`config.mk`:
```
export PLATFORM = sky130hd
export DESIGN_NAME = pss_generator
export DESIGN_NICKNAME = d
export VERILOG_FILES = /design/src/rtl/pss_generator.sv
export SDC_FILE = /design/constraint.sdc
export NUM_CORES = 1
export LEC_CHECK = 0
export BUFFER_PORTS_ARGS = -buffer_cell sky130_fd_sc_hd__buf_4
export CAP_MARGIN = 20
export CORE_MARGIN = 2
export CORE_UTILIZATION = 37
export CTS_CLUSTER_DIAMETER = 200
export CTS_CLUSTER_SIZE = 25
export DETAILED_ROUTE_END_ITERATION = 8
export GPL_TIMING_DRIVEN = 0
export PLACE_DENSITY_LB_ADDON = 0.15
export SYNTH_ARGS = -nofsm -noshare
export SYNTH_HDL_FRONTEND = slang
export SYNTH_SLANG_ARGS = --single-unit
```
`constraint.sdc`:
```
create_clock -name clk_i -period 1.9 [get_ports clk_i]
set_input_delay 0 -clock clk_i [delete_from_list [all_inputs] [get_ports clk_i]]
set_output_delay 0 -clock clk_i [all_outputs]
set_load 0.1 [all_outputs]
```
`src/rtl/pss_generator.sv`:
```
// NR primary synchronization sequence source: 127 BPSK samples of d_PSS(n) for a
// selected N_id_2, streamed as {im, re} on an AXI-stream master.
module pss_generator #(
    parameter int OUT_DW    = 32,
    parameter int AMPLITUDE = 8192,
    parameter int PSS_LEN   = 127
) (
    input  logic              clk_i,
    input  logic              reset_i,
    input  logic              start_i,
    input  logic [1:0]        N_id_2_i,
    output logic [OUT_DW-1:0] m_axis_out_tdata,
    output logic              m_axis_out_tvalid,
    input  logic              m_axis_out_tready,
    output logic              m_axis_out_tlast,
    output logic              busy_o,
    output logic              err_o
);

    localparam int HW = OUT_DW / 2;
    localparam logic [6:0] LFSR_INIT = 7'b1110110;
    localparam logic [6:0] LAST_IDX  = 7'(PSS_LEN - 1);
    localparam logic signed [HW-1:0] AMP_POS = HW'(AMPLITUDE);
    localparam logic signed [HW-1:0] AMP_NEG = HW'(-AMPLITUDE);

    localparam logic [1:0] S_IDLE   = 2'd0;
    localparam logic [1:0] S_SEEK   = 2'd1;
    localparam logic [1:0] S_STREAM = 2'd2;

    logic [1:0]    r_state;
    logic [6:0]    r_lfsr;
    logic [6:0]    r_skip;
    logic [6:0]    r_cnt;
    logic          r_err;
    logic [6:0]    w_lfsr_next;
    logic [6:0]    w_skip_init;
    logic [HW-1:0] w_re;

    // r_lfsr[k] holds x(i+k); x(i) sits in bit 0 and is the sample being offered
    assign w_lfsr_next = {r_lfsr[4] ^ r_lfsr[0], r_lfsr[6:1]};
    assign w_re        = r_lfsr[0] ? AMP_NEG : AMP_POS;

    always_comb begin
        w_skip_init = '0;
        case (N_id_2_i)
            2'd1:    w_skip_init = 7'd43;
            2'd2:    w_skip_init = 7'd86;
            default: w_skip_init = '0;
        endcase
    end

    assign m_axis_out_tvalid = (r_state == S_STREAM);
    assign m_axis_out_tdata  = m_axis_out_tvalid ? {{(OUT_DW-HW){1'b0}}, w_re} : '0;
    assign m_axis_out_tlast  = m_axis_out_tvalid && (r_cnt == LAST_IDX);
    assign busy_o            = (r_state != S_IDLE);
    assign err_o             = r_err;

    always_ff @(posedge clk_i) begin
        if (reset_i) begin
            r_state <= S_IDLE;
            r_lfsr  <= LFSR_INIT;
            r_skip  <= '0;
            r_cnt   <= '0;
            r_err   <= 1'b0;
        end else begin
            r_err <= 1'b0;
            case (r_state)
                S_IDLE: begin
                    if (start_i) begin
                        if (N_id_2_i == 2'd3) begin
                            r_err <= 1'b1;
                        end else begin
                            r_lfsr  <= LFSR_INIT;
                            r_skip  <= w_skip_init;
                            r_state <= S_SEEK;
                        end
                    end
                end
                S_SEEK: begin
                    // Cyclic shift by 43*N_id_2 is realised by stepping the LFSR ahead
                    if (r_skip != '0) begin
                        r_lfsr <= w_lfsr_next;
                        r_skip <= r_skip - 7'd1;
                    end else begin
                        r_cnt   <= '0;
                        r_state <= S_STREAM;
                    end
                end
                S_STREAM: begin
                    if (m_axis_out_tready) begin
                        r_lfsr <= w_lfsr_next;
                        if (r_cnt == LAST_IDX) begin
                            r_state <= S_IDLE;
                        end else begin
                            r_cnt <= r_cnt + 7'd1;
                        end
                    end
                end
                default: r_state <= S_IDLE;
            endcase
        end
    end

endmodule

```
==> results_dict.tcl, run 1 <==
set metrics [dict create \
    status "finished clean" \
    critical_path_class "reg2reg" \
    worst_pin_slew_ns 0.5167 \
    rsz0062_at_grt "no" \
    clk_path_buf_depth 2 \
    ys_types 54 \
    reg2reg_slack_ns 0.09 \
    multiInputGateArea_um2 1175 \
    start_util_pct 37.88 \
    grt_pass1_vias 1234 \
    ys_seq_area_share_pct 27.21 \
    synth_seq_cells 24 \
    endpoint_kind "register" \
    synth_most_common_cell "buf_4" \
    dpl.hpwl_um 2661 \
    dr_wl_met3_um 146 \
    cts_buffers 3 \
    worst_slack_ns 0.09430 \
    leakagePower_nw 0.9759 \
    clk_transition_reported_paths_ns 0.09 \
    n_fill_cell 468 \
    fin_crit_sh_pct 95.04 \
    grt_first_pass_wirelength_um 5658 \
    crit_start "r_state[0]" \
    pwr_density_cell_nw_per_um2 1550 \
    dieArea_um2 5340 \
    routed_wl_um 3502 \
    boundaryPins 42 \
    vias 1441 \
    portBuffers 12 \
    maxSlewViolCount 0 \
    synth_edf_count 0 \
    dieWidth_um 73.08 \
    dr.max_layer_used "met4" \
    grt_max_degree 15 \
    antenna_found_initial 0 \
    place_ws_ns -0.04373 \
    grt_usage_pct 13.49 \
    clk_latency_ns 0.27 \
    cts-hold-fix-buffers 0 \
    synthTopCellsByCount "buf_4 (33), dfxtp_1 (24), nand2_1 (15)" \
    r2r_start "r_state[0]" \
    regArea_um2 485.5 \
    min_from "start_i" \
    cts_tree "yes" \
    yosysTopAreaCell "dfxtp_1" \
    cp.arrival_ns 1.99 \
    crit_slowest_cell "or3_4" \
    fin_area_um2 2226 \
    ys.flop_type "dfxtp_1" \
    relSlewSlack_pct 65.55 \
    wl_per_cell_um 11.48 \
    final_antenna_net_count 0 \
    antenna_cells 0 \
    dieHeight_um 73.08 \
    slowest_delay_ns 0.43 \
    maxCapViolCount 0 \
    syn2layout_area_growth_pct 26.08 \
    ys_async_sr_fraction_pct 0 \
    firstDrtPassIters 6 \
    critPathMaxFanout 8 \
    place_area_um2 2063 \
    root_buffer "clkbuf_8" \
    overflow 0 \
    finalSetupTns_ns 0 \
    core_area_um2 4661 \
    syn_inst 205 \
    finClkSkew_ns 0.005328 \
    hold_violations 0 \
    vdd_ir_drop_max_mv 0.6685 \
    fin_crit_ns 1.806 \
    wirelength_met1_um 1574 \
    final_util_pct 47.76 \
    synth.cell_area_um2 1765 \
    yosys_warnings 0 \
    hp-class "in2reg" \
    drtIter0Drc 84 \
    cp-start-kind "register" \
    num_rows 25 \
    setup_viol 0 \
    cts.sinks 24 \
    synth.top_cell.area_share_pct 27.21 \
    critical-path-top-delay-family "simple AND/OR/NAND/NOR gates" \
    drc 0 \
    yosys-top-cells-area "dfxtp_1 (27%), buf_4 (14%), ha_1 (7.8%), mux2i_1 (3.4%), nand2_1 (3.2%)" \
    vias_per_cell 4.725 \
    cp.required_ns 2.09 \
    finalPower_mw 3.451 \
    drive_gt1_share_pct 35.46 \
    gp_congestion 0.8165 \
    fin_nets 269 \
    synth.avg_cell_area_um2 8.612 \
    wl_met2_um 1737 \
    htreeDepth 1 \
    max_freq_ghz 0.5538 \
    crit_chain "inv_2, ha_4, buf_4, inv_1, a41oi_1, or3_4, a221oi_2" \
    crit_buf_inv 3 \
]
-- routing by layer --
layer,vias up,GRT usage (%)
met5,-,0
li1,747,-
met3,4,3.453
met4,0,4.938
met1,657,16.71
met2,33,22.42
-- area by class of cell --
cell class | count | share of cell area (%)
Multi-Input combinational cell | 161 | 52.78
Tap cell | 54 | 3.035
Inverter | 11 | 2.024
Clock buffer | 3 | 1.855
Buffer | 37 | 12.42
Clock inverter | 1 | 1.349
Timing Repair Buffer | 14 | 4.722
Sequential cell | 24 | 21.81
-- state kept, by name, summed over array words and instances, names as in the netlist --
register  count
r_cnt         7
r_state       2
r_skip        7
err_o         1
r_lfsr        7
-- power by group --
group	switching (mW)	internal, mW
sequential	0.127	0.619
clock	0.166	0.282
combinational	1.39	0.867
total	1.68	1.77
-- cells in the final DEF (no fill, tap or decap), drive strengths merged, types with 3 or more instances in the layout --
cell type and n:
a21oi 11, buf 48, clkbuf 6, conb 29, dfxtp 24, ha 11, inv 10, mux2i 6
nand2 15, nand2b 4, nand3 7, nand4 3, nor2 13, nor2b 5, nor3b 4, o21ai 4
o21bai 5, or2 3, xnor2 4
-- path summary, 6_finish.rpt --
| check | end | depth (start not counted) |
|---|---|---|
| worst min register to register | r_lfsr[3] | 2 |
| worst max register to register | r_state[0] | 7 |
| worst min-delay path | err_o | 2 |
| worst max-delay path | r_state[0] | 7 |
-- per-stage QoR --
stage	hold slack, ns	instances
final	0.01561	305
after global routing	0.02412	305
after CTS	0.006440	303
after detailed placement	0.2955	299
after global placement	0.2956	299
after floorplan	0.1764	233
-- logic make-up after synthesis --
kind of cell | count (synthesis) | synth area share [%]
other cells | 1 | 0.2124
buf+inv | 48 | 17.86
compound gates | 38 | 15.73
fa+ha+maj | 11 | 7.796
mux | 6 | 3.402
flops | 24 | 27.21
simple gates | 71 | 24.81
xor+xnor | 6 | 2.977
-- timing repair --
action	CTS	global route
setup endpoints to repair	10	17
gates resized for setup	8	11
cloned	0	0
pin swaps	1	5
setup buffers	0	2
Note: power is estimated with default switching activity, not from simulation.
==> run 2, diff against run 1 <==
--- a/config.mk
+++ b/config.mk
@@ -13,7 +13,7 @@
 export CTS_CLUSTER_SIZE = 25
 export DETAILED_ROUTE_END_ITERATION = 8
 export GPL_TIMING_DRIVEN = 0
-export PLACE_DENSITY_LB_ADDON = 0.15
+export PLACE_DENSITY = 0.66
 export SYNTH_ARGS = -nofsm -noshare
 export SYNTH_HDL_FRONTEND = slang
 export SYNTH_SLANG_ARGS = --single-unit
==> results_dict.tcl, run 2 (same netlist as run 1, synthesis figures left out) <==
set metrics [dict create \
    internal-power_mw 2.026 \
    critPathMaxFanout 8 \
    boundaryPins 42 \
    hold_violations 0 \
    final_util_pct 50.90 \
    comb_power_share_pct 68.7 \
    finClkSkew_ns 0.007660 \
    antenna_cells 0 \
    slowest_delay_ns 0.37 \
    dpl.hpwl_um 2549 \
    dieArea_um2 5340 \
    cp.arrival_ns 1.96 \
    portBuffers 12 \
    cts_tree "yes" \
    maxCapViolCount 0 \
    cp-start-kind "register" \
    min_from "start_i" \
    wl_per_cell_um 11.47 \
    r2r_start "r_state[0]" \
    firstDrtPassIters 4 \
    overflow 0 \
    hp-class "in2reg" \
    clk_latency_ns 0.27 \
    endpoint_kind "register" \
    dieWidth_um 73.08 \
    num_rows 25 \
    cts.sinks 24 \
    maxSlewViolCount 0 \
    htreeDepth 1 \
    vias_per_cell 4.595 \
    root_buffer "clkbuf_8" \
    routed_wl_um 3626 \
    reg2reg_to "r_cnt[4]" \
    grt_usage_pct 13.33 \
    fin_crit_sh_pct 95.27 \
    final_cells 316 \
    clk_path_buf_depth 2 \
    fin_nets 280 \
    power_switching_mw 1.779 \
    pwr_density_cell_nw_per_um2 1604 \
    crit_slowest_cell "dfxtp_4" \
    worst_pin_slew_ns 0.5168 \
    n_fill_cell 456 \
    final_cell_mix "buf_4 (53), conb_1 (29), dfxtp_1 (20), nand2_1 (14), nor2_1 (11)" \
    status "finished clean" \
    gp_congestion 0.8293 \
    whs_ns 0.02264 \
    layout_commonest_cell "buf_4" \
    ff2ff_path_depth 9 \
    clkPwrFrac_pct 11.8 \
    reg_top3 "r_cnt x7, r_lfsr x7, r_skip x7" \
    setup_viol 0 \
    relSlewSlack_pct 65.55 \
    grt_first_pass_wirelength_um 5623 \
    crit_start "r_state[0]" \
    syn2layout_area_growth_pct 34.37 \
    grt_max_degree 15 \
    cp.required_ns 2.05 \
    vdd_ir_drop_max_mv 1.042 \
    start_util_pct 37.88 \
    reg2reg_slack_ns 0.09 \
    max_freq_ghz 0.5524 \
    drc 0 \
    holdPathEnd "err_o" \
    crit_chain "inv_2, ha_4, buf_6, mux2i_2, a41o_2, buf_4, nor3_4, xnor2_1, nor2_1" \
    critical_path_class "reg2reg" \
    dieHeight_um 73.08 \
    antenna_found_initial 0 \
    clk_transition_reported_paths_ns 0.09 \
    finalPower_mw 3.805 \
    dp.cells 299 \
    p_sw_share_pct 46.75 \
    final_antenna_net_count 0 \
    hold_depth 2 \
    core_area_um2 4661 \
    drtIter0Drc 35 \
    drive_gt1_share_pct 40.08 \
    grt_pass1_vias 1207 \
    leakagePower_nw 1.041 \
    seq_power_share_pct 19.6 \
    fin_crit_ns 1.810 \
    cts_buffers 3 \
    vias 1452 \
]
run 2: cell types whose count changed in the layout (fill, tap and decap cells not counted), moves of 2 or more:
cell     change
dfxtp_2      -2
dfxtp_4      +2
nor2b_1      -2
nor2b_2      +2
buf_6        +4
buf_4        +5
run 2: final cells by class:
class	count	area [um^2]	share of cell area [%]
multi-input cells	161	1206	50.84
clock inverters	1	30.03	1.266
plain buffers	37	287.8	12.13
clock buffers	3	41.29	1.741
well taps	54	67.56	2.848
repair buffers	25	201.4	8.492
flip-flops and latches	24	490.5	20.68
inverters	11	47.55	2.004
run 2: per-stage QoR:
stage | instance area, um^2 | worst slack, ns | TNS, ns
after global placement | 2063 | -0.02822 | -0.08799
after floorplan | 1906 | 0.008098 | 0
after detailed placement | 2063 | -0.06567 | -0.3199
after CTS | 2170 | -0.03815 | -0.07590
after global routing | 2372 | -0.01547 | -0.02198
final | 2372 | 0.08978 | 0
run 2: worst max path at each step:
stage / cells past startpoint / to / slack (ns)
global placement: 8 / r_cnt[3] / -0.03
finish: 9 / r_cnt[4] / 0.09
floorplan: 8 / r_cnt[3] / 0.008
detailed placement: 8 / r_cnt[3] / -0.07
global route: 8 / r_cnt[3] / -0.02
CTS: 7 / r_skip[6] / -0.04
run 2: what timing repair did:
| item | CTS | global route |
|---|---|---|
| endpoints found under the hold margin | 0 | 0 |
| hold buffers | 0 | 0 |
| setup endpoints to repair | 12 | 18 |
| cloned | 0 | 1 |
| buffers inserted | 2 | 10 |
| resized for setup | 6 | 28 |
| pin swaps | 3 | 6 |
run 2: worst max-delay path: cells and delay by family, from the launching register on:
kind,cells,cell delay (ns)
adders and majority gates,1,0.17
and+or+nand+nor,2,0.21
muxes,1,0.16
DFF,1,0.37
buffers and inverters,3,0.36
xor gates and xnor gates,1,0.14
AOI/OAI and AO/OA,1,0.29
run 2: power by group through the flow:
stage / Clock [mW] / Sequential (mW) / Combinational (mW)
2_1_floorplan: 0 / 0.719 / 1.70
3_3_place_gp: 0 / 0.732 / 1.99
3_5_place_dp: 0 / 0.737 / 2.01
4_1_cts: 0.461 / 0.725 / 2.10
5_1_grt: 0.481 / 0.758 / 2.81
6_report: 0.449 / 0.744 / 2.61
run 2: layer usage:
layer	GRT usage, %	routed length [um]	up-vias
li1	-	-	767
met1	17.66	1603	664
met2	22.02	1899	19
met3	2.901	96	2
met4	3.086	25	0
met5	0	0	-
